File: src/rtl/ili_pkg.sv
// Shared types and constants for the ILI9325 8080-style bus engine.
package ili_pkg;

   typedef enum logic [2:0] {
      ST_IDLE,
      ST_SETUP,
      ST_STROBE,
      ST_HOLD,
      ST_DONE
   } ili_state_e;

   localparam logic RS_INDEX = 1'b0;
   localparam logic RS_DATA  = 1'b1;

   function automatic bit bus_w_legal(input int unsigned w);
      return (w == 8) || (w == 16);
   endfunction

   function automatic int unsigned max4(input int unsigned a, input int unsigned b,
                                        input int unsigned c, input int unsigned d);
      int unsigned m;
      m = a;
      if (b > m) m = b;
      if (c > m) m = c;
      if (d > m) m = d;
      return m;
   endfunction

endpackage

File: src/rtl/ili_bus_ctrl_if.sv
// Command stream, read-back and LCD pin bundle for ili_bus_ctrl.
interface ili_bus_ctrl_if #(
   parameter int unsigned BUS_W = 8,
   parameter int unsigned REP_W = 16
);
   logic             cmd_valid;
   logic             cmd_ready;
   logic             cmd_rs;
   logic             cmd_rd;
   logic [15:0]      cmd_data;
   logic [REP_W-1:0] cmd_rep;
   logic             rd_valid;
   logic [15:0]      rd_data;
   logic             busy;
   logic             ILI_nCS;
   logic             ILI_RS;
   logic             ILI_nWR;
   logic             ILI_nRD;
   logic [BUS_W-1:0] ILI_DB_o;
   logic             ILI_DB_oe;
   logic [BUS_W-1:0] ILI_DB_i;

   modport master (
      output cmd_valid, cmd_rs, cmd_rd, cmd_data, cmd_rep, ILI_DB_i,
      input  cmd_ready, rd_valid, rd_data, busy,
             ILI_nCS, ILI_RS, ILI_nWR, ILI_nRD, ILI_DB_o, ILI_DB_oe
   );

   modport slave (
      input  cmd_valid, cmd_rs, cmd_rd, cmd_data, cmd_rep, ILI_DB_i,
      output cmd_ready, rd_valid, rd_data, busy,
             ILI_nCS, ILI_RS, ILI_nWR, ILI_nRD, ILI_DB_o, ILI_DB_oe
   );
endinterface

File: src/rtl/ili_bus_ctrl.sv
// 8080-style write/read engine for the ILI9325 bus with programmable timing,
// 8/16-bit beats, hardware repeat fill and read-back. DB tristate lives above.
module ili_bus_ctrl
   import ili_pkg::*;
#(
   parameter int unsigned BUS_W      = 8,
   parameter int unsigned T_SETUP    = 2,
   parameter int unsigned T_STROBE   = 3,
   parameter int unsigned T_RDSTROBE = 8,
   parameter int unsigned T_HOLD     = 2,
   parameter int unsigned REP_W      = 16
) (
   input logic          clk_100,
   input logic          reset,
   ili_bus_ctrl_if.slave bus
);

   localparam int unsigned T_MAX = max4(T_SETUP, T_STROBE, T_RDSTROBE, T_HOLD);
   localparam int unsigned CNT_W = $clog2(T_MAX + 1);

   typedef logic [CNT_W-1:0] cnt_t;
   typedef logic [REP_W-1:0] rep_t;

   localparam cnt_t C_ONE      = cnt_t'(1);
   localparam cnt_t C_SETUP    = cnt_t'(T_SETUP);
   localparam cnt_t C_STROBE   = cnt_t'(T_STROBE);
   localparam cnt_t C_RDSTROBE = cnt_t'(T_RDSTROBE);
   localparam cnt_t C_HOLD     = cnt_t'(T_HOLD);
   localparam rep_t R_ONE      = rep_t'(1);
   localparam logic LAST_BEAT  = (BUS_W == 8) ? 1'b1 : 1'b0;

   if (!bus_w_legal(BUS_W)) begin : g_bad_bus_w
      $error("ili_bus_ctrl: BUS_W must be 8 or 16");
   end

   ili_state_e  state_q, state_d;
   cnt_t        cnt_q, cnt_d;
   logic        beat_q, beat_d;
   logic        rs_q, rs_d;
   logic        rd_q, rd_d;
   logic [15:0] data_q, data_d;
   rep_t        rep_q, rep_d;
   logic [15:0] rd_data_q, rd_data_d;
   logic        rd_valid_q, rd_valid_d;
   logic        busy_q, busy_d;
   logic        ncs_q, ncs_d;
   logic        rs_pin_q, rs_pin_d;
   logic        nwr_q, nwr_d;
   logic        nrd_q, nrd_d;
   logic [BUS_W-1:0] db_o_q, db_o_d;
   logic        db_oe_q, db_oe_d;

   logic        cmd_ready;
   logic        active_d;
   logic [7:0]  byte_sel;

   assign cmd_ready = (state_q == ST_IDLE) && !reset;

   always_comb begin
      state_d    = state_q;
      cnt_d      = cnt_q;
      beat_d     = beat_q;
      rs_d       = rs_q;
      rd_d       = rd_q;
      data_d     = data_q;
      rep_d      = rep_q;
      rd_data_d  = rd_data_q;

      unique case (state_q)
         ST_IDLE: begin
            if (bus.cmd_valid && cmd_ready) begin
               rs_d    = bus.cmd_rs;
               rd_d    = bus.cmd_rd;
               data_d  = bus.cmd_data;
               rep_d   = bus.cmd_rd ? '0 : bus.cmd_rep;
               beat_d  = 1'b0;
               cnt_d   = C_SETUP;
               state_d = ST_SETUP;
            end
         end
         ST_SETUP: begin
            if (cnt_q == C_ONE) begin
               state_d = ST_STROBE;
               cnt_d   = rd_q ? C_RDSTROBE : C_STROBE;
            end else begin
               cnt_d = cnt_q - C_ONE;
            end
         end
         ST_STROBE: begin
            if (cnt_q == C_ONE) begin
               state_d = ST_HOLD;
               cnt_d   = C_HOLD;
               // 8-bit reads arrive high byte first
               if (rd_q) begin
                  if (BUS_W == 16)  rd_data_d = 16'(bus.ILI_DB_i);
                  else if (!beat_q) rd_data_d = {bus.ILI_DB_i[7:0], rd_data_q[7:0]};
                  else              rd_data_d = {rd_data_q[15:8], bus.ILI_DB_i[7:0]};
               end
            end else begin
               cnt_d = cnt_q - C_ONE;
            end
         end
         ST_HOLD: begin
            if (cnt_q != C_ONE) begin
               cnt_d = cnt_q - C_ONE;
            end else if (beat_q != LAST_BEAT) begin
               beat_d  = 1'b1;
               cnt_d   = C_SETUP;
               state_d = ST_SETUP;
            end else if (rep_q != '0) begin
               rep_d   = rep_q - R_ONE;
               beat_d  = 1'b0;
               cnt_d   = C_SETUP;
               state_d = ST_SETUP;
            end else begin
               state_d = ST_DONE;
            end
         end
         ST_DONE: state_d = ST_IDLE;
         default: state_d = ST_IDLE;
      endcase

      // Pins are registered from next-state so they change exactly with the state
      active_d   = (state_d == ST_SETUP) || (state_d == ST_STROBE) || (state_d == ST_HOLD);
      ncs_d      = !active_d;
      rs_pin_d   = active_d && rs_d;
      nwr_d      = !((state_d == ST_STROBE) && !rd_d);
      nrd_d      = !((state_d == ST_STROBE) && rd_d);
      db_oe_d    = active_d && !rd_d;
      byte_sel   = beat_d ? data_d[7:0] : data_d[15:8];
      db_o_d     = '0;
      if (db_oe_d) db_o_d = (BUS_W == 8) ? BUS_W'(byte_sel) : BUS_W'(data_d);
      busy_d     = active_d;
      rd_valid_d = (state_d == ST_DONE) && rd_d;
   end

   always_ff @(posedge clk_100) begin
      if (reset) begin
         state_q    <= ST_IDLE;
         cnt_q      <= '0;
         beat_q     <= 1'b0;
         rs_q       <= 1'b0;
         rd_q       <= 1'b0;
         data_q     <= '0;
         rep_q      <= '0;
         rd_data_q  <= '0;
         rd_valid_q <= 1'b0;
         busy_q     <= 1'b0;
         ncs_q      <= 1'b1;
         rs_pin_q   <= 1'b0;
         nwr_q      <= 1'b1;
         nrd_q      <= 1'b1;
         db_o_q     <= '0;
         db_oe_q    <= 1'b0;
      end else begin
         state_q    <= state_d;
         cnt_q      <= cnt_d;
         beat_q     <= beat_d;
         rs_q       <= rs_d;
         rd_q       <= rd_d;
         data_q     <= data_d;
         rep_q      <= rep_d;
         rd_data_q  <= rd_data_d;
         rd_valid_q <= rd_valid_d;
         busy_q     <= busy_d;
         ncs_q      <= ncs_d;
         rs_pin_q   <= rs_pin_d;
         nwr_q      <= nwr_d;
         nrd_q      <= nrd_d;
         db_o_q     <= db_o_d;
         db_oe_q    <= db_oe_d;
      end
   end

   assign bus.cmd_ready = cmd_ready;
   assign bus.rd_valid  = rd_valid_q;
   assign bus.rd_data   = rd_data_q;
   assign bus.busy      = busy_q;
   assign bus.ILI_nCS   = ncs_q;
   assign bus.ILI_RS    = rs_pin_q;
   assign bus.ILI_nWR   = nwr_q;
   assign bus.ILI_nRD   = nrd_q;
   assign bus.ILI_DB_o  = db_o_q;
   assign bus.ILI_DB_oe = db_oe_q;

endmodule

File: src/flat_wrapper.sv
// flat-port wrapper written by rule: the top's interface ports become plain ports
module ili_bus_ctrl_flat import ili_pkg::*;
#(
   parameter int unsigned BUS_W      = 8,
   parameter int unsigned T_SETUP    = 2,
   parameter int unsigned T_STROBE   = 3,
   parameter int unsigned T_RDSTROBE = 8,
   parameter int unsigned T_HOLD     = 2,
   parameter int unsigned REP_W      = 16
)
  (clk_100, reset, bus_cmd_valid, bus_cmd_rs, bus_cmd_rd, bus_cmd_data, bus_cmd_rep, bus_ILI_DB_i, bus_cmd_ready, bus_rd_valid, bus_rd_data, bus_busy, bus_ILI_nCS, bus_ILI_RS, bus_ILI_nWR, bus_ILI_nRD, bus_ILI_DB_o, bus_ILI_DB_oe);
  ili_bus_ctrl_if #(.BUS_W(BUS_W), .REP_W(REP_W)) bus_i ();
  input logic clk_100;
  input logic reset;
  input wire logic [$bits(bus_i.cmd_valid)-1:0] bus_cmd_valid;
  input wire logic [$bits(bus_i.cmd_rs)-1:0] bus_cmd_rs;
  input wire logic [$bits(bus_i.cmd_rd)-1:0] bus_cmd_rd;
  input wire logic [$bits(bus_i.cmd_data)-1:0] bus_cmd_data;
  input wire logic [$bits(bus_i.cmd_rep)-1:0] bus_cmd_rep;
  input wire logic [$bits(bus_i.ILI_DB_i)-1:0] bus_ILI_DB_i;
  output wire logic [$bits(bus_i.cmd_ready)-1:0] bus_cmd_ready;
  output wire logic [$bits(bus_i.rd_valid)-1:0] bus_rd_valid;
  output wire logic [$bits(bus_i.rd_data)-1:0] bus_rd_data;
  output wire logic [$bits(bus_i.busy)-1:0] bus_busy;
  output wire logic [$bits(bus_i.ILI_nCS)-1:0] bus_ILI_nCS;
  output wire logic [$bits(bus_i.ILI_RS)-1:0] bus_ILI_RS;
  output wire logic [$bits(bus_i.ILI_nWR)-1:0] bus_ILI_nWR;
  output wire logic [$bits(bus_i.ILI_nRD)-1:0] bus_ILI_nRD;
  output wire logic [$bits(bus_i.ILI_DB_o)-1:0] bus_ILI_DB_o;
  output wire logic [$bits(bus_i.ILI_DB_oe)-1:0] bus_ILI_DB_oe;
  assign bus_i.cmd_valid = bus_cmd_valid;
  assign bus_i.cmd_rs = bus_cmd_rs;
  assign bus_i.cmd_rd = bus_cmd_rd;
  assign bus_i.cmd_data = bus_cmd_data;
  assign bus_i.cmd_rep = bus_cmd_rep;
  assign bus_i.ILI_DB_i = bus_ILI_DB_i;
  assign bus_cmd_ready = bus_i.cmd_ready;
  assign bus_rd_valid = bus_i.rd_valid;
  assign bus_rd_data = bus_i.rd_data;
  assign bus_busy = bus_i.busy;
  assign bus_ILI_nCS = bus_i.ILI_nCS;
  assign bus_ILI_RS = bus_i.ILI_RS;
  assign bus_ILI_nWR = bus_i.ILI_nWR;
  assign bus_ILI_nRD = bus_i.ILI_nRD;
  assign bus_ILI_DB_o = bus_i.ILI_DB_o;
  assign bus_ILI_DB_oe = bus_i.ILI_DB_oe;
  ili_bus_ctrl #(.BUS_W(BUS_W), .T_SETUP(T_SETUP), .T_STROBE(T_STROBE), .T_RDSTROBE(T_RDSTROBE), .T_HOLD(T_HOLD), .REP_W(REP_W)) u_core (.clk_100(clk_100), .reset(reset), .bus(bus_i));
endmodule
File: config.mk
export PLATFORM = sky130hd
export DESIGN_NAME = ili_bus_ctrl_flat
export DESIGN_NICKNAME = d
export VERILOG_FILES = /design/src/rtl/ili_pkg.sv /design/src/rtl/ili_bus_ctrl_if.sv /design/src/rtl/ili_bus_ctrl.sv /design/src/flat_wrapper.sv
export SDC_FILE = /design/constraint.sdc
export NUM_CORES = 1
export LEC_CHECK = 0
export ABC_AREA = 0
export BUFFER_PORTS_ARGS = -buffer_cell sky130_fd_sc_hd__buf_2
export CORE_MARGIN = 4
export CORE_UTILIZATION = 40
export CTS_CLUSTER_DIAMETER = 100
export CTS_CLUSTER_SIZE = 25
export DETAILED_ROUTE_END_ITERATION = 8
export SETUP_SLACK_MARGIN = 0.15
export SLEW_MARGIN = 30
export SYNTH_ARGS = -nofsm -noshare
export SYNTH_HDL_FRONTEND = slang
export SYNTH_SLANG_ARGS = --single-unit
File: constraint.sdc
create_clock -name clk_100 -period 4.1 [get_ports clk_100]
set_clock_uncertainty 0.05 [all_clocks]
set_input_delay 0.615 -clock clk_100 [delete_from_list [all_inputs] [get_ports clk_100]]
set_output_delay 0.615 -clock clk_100 [all_outputs]
set_load 0.01 [all_outputs]
==> metrics.txt <==
outcome=complete, no violations; Arr. time, crit path=2.74 ns; distinct cell type count after synthesis=between 60 and 70; Site Rows=33; DR WL/cell=roughly 15 um; Critical Path Max Stage Delay=roughly 0.46 ns; total length of routed met3 wires=~480 um; total of max-cap violations=0; Antenna Nets Post-Route=0; leak pwr=around 1.7 nW; post-DP HPWL=slightly below 6000 um; data required time of the worst path=4.33 ns; biggest fanout along the worst timing path=22; violation count after the first detailed-routing iteration=~170; WL met1=approximately 4100 um; worst setup path category=reg -> reg; min-delay worst type=reg -> reg; sort of element at the start of the critical path=flip-flop; routed via count divided by cell count=about 5.4; Num CTS Buffers=9; fraction of registers with async set/reset=0; Avg Synthesized Cell Area=just under 9 um^2; Worst-Margin Slew=approximately 0.81 ns; area of the core=around 8200 um^2; synthesized netlist cell count=390; Initial Util=0.4125; Slowest cell on crit path=dfxtp_1; sequence of cells on the critical path=nor4_1 -> and2_1 -> buf_4 -> mux2i_1 -> nand2_1 -> and4bb_1; worst IR drop on VDD=151.6 uV; Synth Cell Area=3390 um^2; Port-buffer cells=76; initial antenna violation count=0; reg-to-reg critical path endpoint=u_core.bus.ILI_DB_o[0]; DRC=0; later-pin clock latency in the skew report=0.35 ns; clock tree buffer depth=2; clock-pin slew on the worst setup and hold paths=0.08 ns; Hold EP=u_core.data_q[5]; power density over the cells=about 390 nW/um^2; slew margin rel.=0.4567; final critical delay including setup and external delays=2.511 ns; number of pins exceeding their max-slew limit in the final report=0; Die Area=10010 um^2; quantity of hold-fixing buffers added after cts=0; top-level port count=77; number of post-CTS setup repair buffers=0; maximum number of pins on one net before global-route repair=42; unrepaired setup endpoints after global routing=false; Die Ht=roughly 100 um; # nets final=about 500; nets in the synthesized netlist=around 440; Total Power=roughly 1.5 mW; global-route wire length before repair=~14000 um; share of cells above drive strength 1=0.2500; proportion of synthesized chip area in sequential cells=0.4312; instance count along the most critical hold path=2; critical register-to-register path startpoint=u_core.state_q[2]; number of vias in the routed layout=between 3000 and 4000; number of synthesized flops with an enable pin=0; endpoints failing setup=0; final weighted congestion in routability-driven placement=roughly 0.8; post-detailed-routing wire length=approximately 8500 um; Clock Sink Count=73; register-to-register setup slack=about 1.6 ns; fraction of the cycle the final worst path needs=0.6124; fmax=about 400 MHz; via count of the first global-routing pass=around 2900; Overflow after GRT=0; drt pass-1 iters=4; deepest level of the CTS H-tree=3; horizontal extent of the die=between 100 and 150 um; gr usage total=0.1739; highest routed layer=met4; detailed-routed wire length on met2=3804 um; CTS tree=yes; most frequently used flop master after synthesis=dfxtp_1; critical hold path startpoint=u_core.data_q[5]; Root Buffer=clkbuf_8; kind of end point of the critical path=flip-flop; diodes inserted=0; flops & latches, synth=73; logic depth of the worst register-to-register path=6; number of synthesis warnings=0; Syn-to-layout area delta=18.42%; final number of hold-violating endpoints=0; Final TNS setup=0 ns; cells resized by post-CTS repair=0
worst max-delay path, delay by kind of cell, from the launching register on:
kind,cells,cell delay (ns)
buf+inv,1,0.25
flops,1,0.46
mux,1,0.40
simple gates,4,1.30
kinds of logic (layout without fill, tap and decap cells):
group                      Yosys count  after routing  share of synthesized area
DFF                                 73             73                     0.4312
buffers and inverters               34            104                    0.04393
muxes                               18             18                    0.05352
AOI/OAI and AO/OA                   92             92                     0.1779
adders and majority gates            4              4                    0.01477
xor gates and xnor gates             2              2                   0.005169
and+or+nand+nor                    167            167                     0.2735
metrics by stage:
stage	hold WS (ns)	setup slack, ns	cell area, um^2	cells	util
after global routing	0.4317	1.348	4014	565	0.4885
after detailed placement	0.3943	1.275	3812	549	0.4640
after floorplan	0.3816	1.832	3390	390	-
after CTS	0.4047	1.576	4014	565	0.4885
after global placement	0.3910	1.422	3812	549	0.4640
final	0.4026	1.589	4014	565	0.4885
registers in the layout, summed over array words and instances (netlist names), 3 cells and up:
register             flops
u_core.bus.ILI_DB_o      8
u_core.bus.rd_data      16
u_core.rep_q            16
u_core.cnt_q             4
u_core.state_q           3
u_core.data_q           16
worst max path at each step:
stage / slack [ns] / start / end / cells after the start
6_report: 1.59 / u_core.state_q[2] / u_core.bus.ILI_DB_o[0] / 6
5_1_grt: 1.35 / u_core.state_q[1] / u_core.bus.ILI_DB_o[6] / 6
4_1_cts: 1.58 / u_core.state_q[2] / u_core.bus.ILI_DB_o[0] / 6
3_5_place_dp: 1.27 / reset / u_core.bus.ILI_DB_o[3] / 7
3_3_place_gp: 1.42 / reset / u_core.bus.ILI_DB_o[3] / 7
2_1_floorplan: 1.83 / reset / u_core.bus.ILI_DB_o[6] / 5
cells in the mapped netlist (3+ instances only):
library cell,number,share of area
nor3b_1,5,0.011
and4bb_1,5,0.018
buf_1,5,0.0055
buf_2,5,0.0074
mux2i_1,17,0.050
and3_1,3,0.0055
nand2b_1,3,0.0055
or2_2,7,0.013
a31oi_1,3,0.0055
o31ai_1,3,0.0066
nand3_1,15,0.022
nand3b_1,5,0.011
nor3_1,8,0.012
a32oi_1,3,0.0078
inv_1,7,0.0078
o21ai_0,21,0.031
nor4_1,3,0.0055
clkbuf_1,14,0.016
nor2b_1,3,0.0055
and2_1,3,0.0055
a21oi_1,38,0.056
dfxtp_1,73,0.43
ha_1,4,0.015
nand2_1,53,0.059
nor2_1,34,0.038
power breakdown:
group	total (mW)	switching (mW)	internal [mW]	leakage, nW
combinational	0.210	0.125	0.0850	1.01
clock	0.580	0.293	0.288	0.101
sequential	0.759	0.0232	0.736	0.593
final cells by class:
| cell class | instances | area (um^2) |
|---|---|---|
| clock inverter | 7 | 77.57 |
| multi-input combinational | 283 | 1779 |
| timing repair buffer | 80 | 410.4 |
| sequential | 73 | 1461 |
| tap | 105 | 131.4 |
| clock buffer | 9 | 123.9 |
| fill | 806 | 4203 |
| inverter | 8 | 30.03 |
cells in the final DEF (no fill, tap or decap), drive strengths merged, types with 4 or more instances in the layout:
cell / Yosys / routed
buf: 12 / 80
dfxtp: 73 / 73
nand2: 53 / 53
a21oi: 39 / 39
nor2: 34 / 34
o21ai: 21 / 21
mux2i: 17 / 17
nand3: 15 / 15
inv: 7 / 10
clkbuf: 14 / 9
or2: 9 / 9
nor3: 8 / 8
nor3b: 6 / 6
nand3b: 5 / 5
and4bb: 5 / 5
nor4: 5 / 5
ha: 4 / 4
per-layer routing:
layer	vias up	global-route usage
li1	1520	-
met1	1449	0.2390
met2	78	0.2632
met3	10	0.03683
met4	0	0.07668
met5	-	0
Power figures use the tool's default switching activity.
